==> config.mk <==
export PLATFORM = sky130hd
export DESIGN_NAME = slant_transmitter
export DESIGN_NICKNAME = d
export VERILOG_FILES = /design/src/rtl/slant_transmitter.sv
export SDC_FILE = /design/constraint.sdc
export NUM_CORES = 1
export LEC_CHECK = 0
export ABC_AREA = 1
export ABC_CLOCK_PERIOD_IN_PS = 1800
export CORE_MARGIN = 2
export CORE_UTILIZATION = 48
export CTS_BUF_LIST = sky130_fd_sc_hd__clkbuf_4 sky130_fd_sc_hd__clkbuf_8 sky130_fd_sc_hd__clkbuf_16
export DETAILED_ROUTE_END_ITERATION = 8
export GPL_ROUTABILITY_DRIVEN = 0
export GPL_TIMING_DRIVEN = 0
export MAX_ROUTING_LAYER = met4
export PLACE_DENSITY = 0.84
export SLEW_MARGIN = 0
export SYNTH_ARGS = -nofsm -noshare
export SYNTH_HDL_FRONTEND = slang
export SYNTH_SLANG_ARGS = --single-unit
==> constraint.sdc <==
create_clock -name clk -period 1.8 [get_ports clk]
set_input_delay 0.54 -clock clk [delete_from_list [all_inputs] [get_ports clk]]
set_output_delay 0.54 -clock clk [all_outputs]
set_load 0.005 [all_outputs]
==> src/rtl/slant_transmitter.sv <==
// ---------------------------------------------------------------------------
// slant_transmitter
//
// Camera-side transmitter for the 4-lane, 6-bit-per-lane slant link.
// A frame is sent as: frame-sync (4 symbols), then for every line an H-sync
// (2 symbols), the pixel data (H_PIXELS symbols per lane) and an idle gap
// (LINE_GAP symbols). Pixel groups of four 24-bit RGB pixels are pulled from
// the capture buffer with a valid/ready handshake. The link never stalls: a
// group that is not available when needed is replaced by zeros and flagged.
//
// Ports:
//   clk           link clock
//   rstn          asynchronous active-low reset
//   frame_start   single-cycle request to send one frame (ignored while busy)
//   pix_data      4-pixel group, pixel k = pix_data[95-24k -: 24] -> lane k
//   pix_valid     pix_data is valid
//   pix_ready     a group is taken at the end of this cycle
//   lane0_data..lane3_data   registered 6-bit lane symbols
//   busy          a frame is in progress
//   frame_odd     parity of the current/next frame (0 selects FRAME0)
//   frame_done    pulse on the final symbol cycle of a frame
//   underrun      sticky: a group was missing when the link needed it
//   underrun_clr  synchronous clear of underrun (a new underrun wins)
// ---------------------------------------------------------------------------
module slant_transmitter #(
    parameter logic [23:0] FRAME0   = 24'hAA8D55,
    parameter logic [23:0] FRAME1   = 24'hAAB155,
    parameter logic [11:0] HSYNC    = 12'h555,
    parameter int          H_PIXELS = 640,
    parameter int          V_LINES  = 480,
    parameter int          LINE_GAP = 16,
    parameter logic [5:0]  IDLE_SYM = 6'h00
) (
    input  logic        clk,
    input  logic        rstn,
    input  logic        frame_start,
    input  logic [95:0] pix_data,
    input  logic        pix_valid,
    output logic        pix_ready,
    output logic [5:0]  lane0_data,
    output logic [5:0]  lane1_data,
    output logic [5:0]  lane2_data,
    output logic [5:0]  lane3_data,
    output logic        busy,
    output logic        frame_odd,
    output logic        frame_done,
    output logic        underrun,
    input  logic        underrun_clr
);

    localparam int GROUPS = H_PIXELS / 4;
    localparam int GRP_W  = (GROUPS > 1)   ? $clog2(GROUPS)   : 1;
    localparam int LINE_W = (V_LINES > 1)  ? $clog2(V_LINES)  : 1;
    localparam int GAP_W  = (LINE_GAP > 1) ? $clog2(LINE_GAP) : 1;

    localparam logic [GRP_W-1:0]  GRP_LAST  = GRP_W'(GROUPS - 1);
    localparam logic [LINE_W-1:0] LINE_LAST = LINE_W'(V_LINES - 1);
    localparam logic [GAP_W-1:0]  GAP_LAST  = GAP_W'(LINE_GAP - 1);

    typedef enum logic [2:0] {
        ST_IDLE,
        ST_FSYNC,
        ST_HSYNC,
        ST_DATA,
        ST_GAP
    } state_t;

    state_t             state, state_n;
    logic [1:0]         sym_cnt, sym_n;
    logic [GRP_W-1:0]   grp_cnt, grp_n;
    logic [LINE_W-1:0]  line_cnt, line_n;
    logic [GAP_W-1:0]   gap_cnt, gap_n;

    logic [95:0]        grp_data, grp_next;
    logic [23:0]        lanes_q, lanes_n;
    logic [23:0]        fsync_word;
    logic               frame_odd_q;
    logic               underrun_q;
    logic               ready_i;
    logic               done_i;

    // Picks symbol idx (0 = most significant 6 bits) out of a 24-bit word.
    function automatic logic [5:0] pick_sym(input logic [23:0] word,
                                            input logic [1:0]  idx);
        logic [5:0] s;
        case (idx)
            2'd0:    s = word[23:18];
            2'd1:    s = word[17:12];
            2'd2:    s = word[11:6];
            default: s = word[5:0];
        endcase
        return s;
    endfunction

    // State and counter register. The counters always describe the symbol
    // currently on the lanes, so handshake and status decode straight from
    // them without any input in the path.
    always_ff @(posedge clk or negedge rstn) begin
        if (!rstn) begin
            state    <= ST_IDLE;
            sym_cnt  <= '0;
            grp_cnt  <= '0;
            line_cnt <= '0;
            gap_cnt  <= '0;
        end else begin
            state    <= state_n;
            sym_cnt  <= sym_n;
            grp_cnt  <= grp_n;
            line_cnt <= line_n;
            gap_cnt  <= gap_n;
        end
    end

    // Next-state and counter sequencing. sym_cnt counts the 4 frame-sync
    // symbols, the 2 H-sync symbols and the 4 symbols of each pixel.
    always_comb begin
        state_n = state;
        sym_n   = sym_cnt;
        grp_n   = grp_cnt;
        line_n  = line_cnt;
        gap_n   = gap_cnt;
        case (state)
            ST_IDLE: begin
                if (frame_start) begin
                    state_n = ST_FSYNC;
                    sym_n   = '0;
                    line_n  = '0;
                end
            end
            ST_FSYNC: begin
                sym_n = sym_cnt + 2'd1;
                if (sym_cnt == 2'd3) begin
                    state_n = ST_HSYNC;
                    sym_n   = '0;
                end
            end
            ST_HSYNC: begin
                if (sym_cnt == 2'd0) begin
                    sym_n = 2'd1;
                end else begin
                    state_n = ST_DATA;
                    sym_n   = '0;
                    grp_n   = '0;
                end
            end
            ST_DATA: begin
                sym_n = sym_cnt + 2'd1;
                if (sym_cnt == 2'd3) begin
                    if (grp_cnt == GRP_LAST) begin
                        state_n = ST_GAP;
                        gap_n   = '0;
                        grp_n   = '0;
                    end else begin
                        grp_n = grp_cnt + GRP_W'(1);
                    end
                end
            end
            ST_GAP: begin
                if (gap_cnt == GAP_LAST) begin
                    gap_n = '0;
                    sym_n = '0;
                    if (line_cnt == LINE_LAST) begin
                        state_n = ST_IDLE;
                        line_n  = '0;
                    end else begin
                        state_n = ST_HSYNC;
                        line_n  = line_cnt + LINE_W'(1);
                    end
                end else begin
                    gap_n = gap_cnt + GAP_W'(1);
                end
            end
            default: begin
                state_n = ST_IDLE;
            end
        endcase
    end

    // Handshake and status decode. A new group is fetched on the cycle just
    // before it is needed: the last H-sync symbol, or the last symbol of a
    // group that is not the last one of the line.
    always_comb begin
        ready_i = 1'b0;
        done_i  = 1'b0;
        if (state == ST_HSYNC && sym_cnt == 2'd1) begin
            ready_i = 1'b1;
        end
        if (state == ST_DATA && sym_cnt == 2'd3 && grp_cnt != GRP_LAST) begin
            ready_i = 1'b1;
        end
        if (state == ST_GAP && gap_cnt == GAP_LAST && line_cnt == LINE_LAST) begin
            done_i = 1'b1;
        end
    end

    // Group to be serialised next. A missing group becomes all zeros so the
    // link timing never stretches.
    always_comb begin
        grp_next = grp_data;
        if (ready_i) begin
            grp_next = pix_valid ? pix_data : '0;
        end
    end

    // Lane symbols for the next cycle, computed from the next state so the
    // lane registers change in the same edge as the state register.
    always_comb begin
        lanes_n    = {4{IDLE_SYM}};
        fsync_word = frame_odd_q ? FRAME1 : FRAME0;
        case (state_n)
            ST_FSYNC: begin
                lanes_n = {4{pick_sym(fsync_word, sym_n)}};
            end
            ST_HSYNC: begin
                lanes_n = {4{(sym_n[0] ? HSYNC[5:0] : HSYNC[11:6])}};
            end
            ST_DATA: begin
                for (int k = 0; k < 4; k++) begin
                    lanes_n[23 - 6*k -: 6] = pick_sym(grp_next[95 - 24*k -: 24], sym_n);
                end
            end
            default: begin
                lanes_n = {4{IDLE_SYM}};
            end
        endcase
    end

    // Datapath and status registers. frame_odd flips on the edge that ends
    // a frame; underrun is sticky and a new event beats a clear.
    always_ff @(posedge clk or negedge rstn) begin
        if (!rstn) begin
            grp_data    <= '0;
            lanes_q     <= {4{IDLE_SYM}};
            frame_odd_q <= 1'b0;
            underrun_q  <= 1'b0;
        end else begin
            grp_data <= grp_next;
            lanes_q  <= lanes_n;
            if (done_i) begin
                frame_odd_q <= ~frame_odd_q;
            end
            if (ready_i && !pix_valid) begin
                underrun_q <= 1'b1;
            end else if (underrun_clr) begin
                underrun_q <= 1'b0;
            end
        end
    end

    assign lane0_data = lanes_q[23:18];
    assign lane1_data = lanes_q[17:12];
    assign lane2_data = lanes_q[11:6];
    assign lane3_data = lanes_q[5:0];
    assign pix_ready  = ready_i;
    assign frame_done = done_i;
    assign busy       = (state != ST_IDLE);
    assign frame_odd  = frame_odd_q;
    assign underrun   = underrun_q;

endmodule

==> metrics <==
Die X-Extent 128 µm; vias in the first global route 7271; worst-path cell chain inv_1 > nand2_1 > nor2_1 > nand2_2 > nand2_4 > nand2_8 > buf_4 > buf_12 > buf_4 > buf_8 > nand2_2 > nand2_2 > o21bai_1 > nand3_2 > nand2_1 > nand2_1; worst-margin pin slew 0.871 ns; share of total power in sequential cells 42.0%; worst path required time 2.11 ns; Worst EP arrival 2.69 ns; startpoint class of the critical path flip-flop; kind of critical path reg2reg; TritonCTS Sinks 148; fin crit share 132%; cell count after synthesis 912; VDD IR-drop max 0.605 mV; crit-path max FO 8; Worst Hold Class in2async; # nets final ~1200; CTS clk-pin slew, worst paths about 0.07 ns; Power, Total roughly 8400 µW; Critical Path Slowest Stage Cell dfrtp_1; P per Cell Area between 700 and 800 nW/µm²; 1st-iter DRT viols around 1300; distinct cell type count after synthesis 40; Fillers 739; Num CTS Buffers 17; Synth warnings 0; Max clock buf depth 2; DRC errors left 0; Worst Slack Setup Final -0.579 ns; Post-Syn Area 7410 µm²; via count 8347; max cap viols 0; antenna-violating nets left 0; Fmax achieved 420 MHz; violated checks setup timing; antenna cells 0; Fin. Hold Viols 0; sequential-to-total area share from yosys stat 50.0%; Synth top area share 50.0%; Starting Density between 40% and 50%; CTS tree done; most frequent cells in the layout nand2_1 (210), dfrtp_1 (146), nand2_2 (113); RSZ-0062 raised after global routing yes; root buf cell clkbuf_16; run status complete, but fails checks; commonest non-fill, non-tap cell in the layout nand2_1; first-pass GRT wire length 37600 µm; drt first pass iters 6; sw power 2070 µW; post-DP HPWL 14700 µm; Chip Height 128 µm; Buf/Inv on CP 5; CTS H-tree depth 4; I/O Buffers 128; top area cells in the synthesized netlist dfrtp_1 (50%), nand2_1 (18%), nand3_1 (6.6%), nand3_2 (4.3%), nor2_1 (3.4%); post-synth top area cell dfrtp_1; clk_lat worst skew 0.44 ns; Hold WS 0.179 ns; Area Overhead vs Synth 57.3%; per-cell routed wire length 23.7 µm; internal power 6310 µW; Total GRT Usage 31.0%; Setup crit end kind flip-flop; crit path time final 2.38 ns; antenna violations before repair 0; Switching Fraction 24.7%; syn_nets roughly 1000; I/O Pins 130; Via density between 6 and 7; largest net degree at the start of global routing roughly 90; Comb power frac 9.8%; fin. max-slew vios 0; syn avg cell area 8.12 µm²; Slew headroom 41.9%; Core ar. 15100 µm²; Worst Skew 0.0132 ns; num rows 45; ratio of cells with drive above 1 in the final layout a little over a third; delay-heaviest family, CP simple AND/OR/NAND/NOR gates; LEAKAGE 0.00592 µW; Total Wirelength around 32000 µm; setup violators final 100; clock power share 48.2%; crit-path max cell delay 0.38 ns; total congestion overflow 0; Synth Register Bits 148; die area 16400 µm²
==> cells in the mapped netlist <==
| cell type | number |
|---|---|
| nand4_1 | 3 |
| buf_4 | 10 |
| nand2_4 | 4 |
| nand2_8 | 1 |
| ha_1 | 6 |
| inv_4 | 1 |
| o211ai_1 | 2 |
| nand3_4 | 1 |
| or2_2 | 1 |
| a211oi_1 | 1 |
| nand2_1 | 349 |
| o21a_1 | 1 |
| o21bai_1 | 25 |
| nor2_8 | 1 |
| a41oi_1 | 1 |
| nor2_4 | 2 |
| nor2_1 | 68 |
| buf_1 | 3 |
| o21ai_0 | 10 |
| nor2b_2 | 1 |
| nor3_2 | 1 |
| clkbuf_1 | 6 |
| xor2_1 | 3 |
| nand3_2 | 32 |
| a32oi_1 | 1 |
| and3_1 | 2 |
| nor2_2 | 2 |
| inv_2 | 3 |
| buf_6 | 5 |
| nor3_1 | 9 |
| buf_8 | 2 |
| o22ai_1 | 3 |
| inv_1 | 60 |
| xnor2_1 | 1 |
| nor4_1 | 2 |
| a21oi_1 | 15 |
| nand3_1 | 98 |
| buf_2 | 19 |
| dfrtp_1 | 148 |
| nand2_2 | 9 |
==> cells by family after synthesis <==
family,synth area share (%)
XOR/XNOR,0.473
AND/OR/NAND/NOR,36.2
AO/OA/AOI/OAI,5.12
flip-flops,50.0
adder cells (fa/ha/maj),1.01
buffers and inverters,7.19
==> power groups by stage <==
stage | Clock [µW] | Combinational [µW] | Sequential [µW]
2_1_floorplan | 0 | 211 | 3560
6_report | 4040 | 820 | 3520
5_1_grt | 4150 | 860 | 3530
4_1_cts | 3930 | 674 | 3500
3_5_place_dp | 0 | 641 | 3560
3_3_place_gp | 0 | 626 | 3560
==> area by class of cell <==
class	count	area [µm²]	share of cell area, %
Buffer	42	422	3.62
Clock buffer	17	425	3.65
Clock inverter	15	230	1.97
Inverter	64	269	2.31
Multi-Input combinational cell	655	4170	35.8
Sequential cell	148	3710	31.8
Tap cell	188	235	2.02
Timing Repair Buffer	211	2200	18.9
==> metal layers <==
metal	vias up	wire length [µm]	GRT usage, %
li1	3356	-	-
met1	3909	10700	35.7
met2	808	14700	48.6
met3	274	3460	6.72
met4	0	2830	20.9
met5	-	0	-
==> stage by stage <==
step	TNS [ns]	utilization, %	worst slack, ns	instance area (µm²)	instances
floorplan	-0.0414	-	-0.0414	7430	912
global route	-25.78	77.0	-0.650	11700	1340
detailed placement	-24.67	59.2	-0.827	8970	1229
global placement	-849.50	59.0	-5.57	8940	1228
finish	-20.98	77.0	-0.579	11700	1340
CTS	-7.33	69.5	-0.466	10500	1305
==> flip-flops by register name, summed over array words and instances, names as in the netlist <==
register   flops
underrun       1
line_cnt       9
frame_odd      1
gap_cnt        4
sym_cnt        2
grp_cnt        8
grp_data      96
lanes_q       24
state          3
==> worst paths after layout <==
check | startpoint | end | slack [ns] | cells past startpoint
worst max-delay path | grp_cnt[6]$_DFFE_PN0P_ | lanes_q[10]$_DFF_PN0_ | -0.58 | 16
worst min-delay path | rstn | grp_data[64]$_DFF_PN0_ | 0.18 | 1
worst max register to register | grp_cnt[6]$_DFFE_PN0P_ | lanes_q[10]$_DFF_PN0_ | -0.58 | 16
worst min register to register | grp_data[56]$_DFF_PN0_ | grp_data[56]$_DFF_PN0_ | 0.48 | 2
max in group asynchronous | rstn | frame_odd$_DFFE_PN0P_ | 0.81 | 2
min in group clk | grp_data[56]$_DFF_PN0_ | grp_data[56]$_DFF_PN0_ | 0.48 | 2
==> what timing repair did <==
action / in CTS / in global routing
pin swaps: 41 / 75
setup endpoints to repair: 40 / 119
cloned: 5 / 4
resized for setup: 163 / 238
hold buffers: 0 / 0
setup buffers: 39 / 39
(Power assumes the default switching activity.)
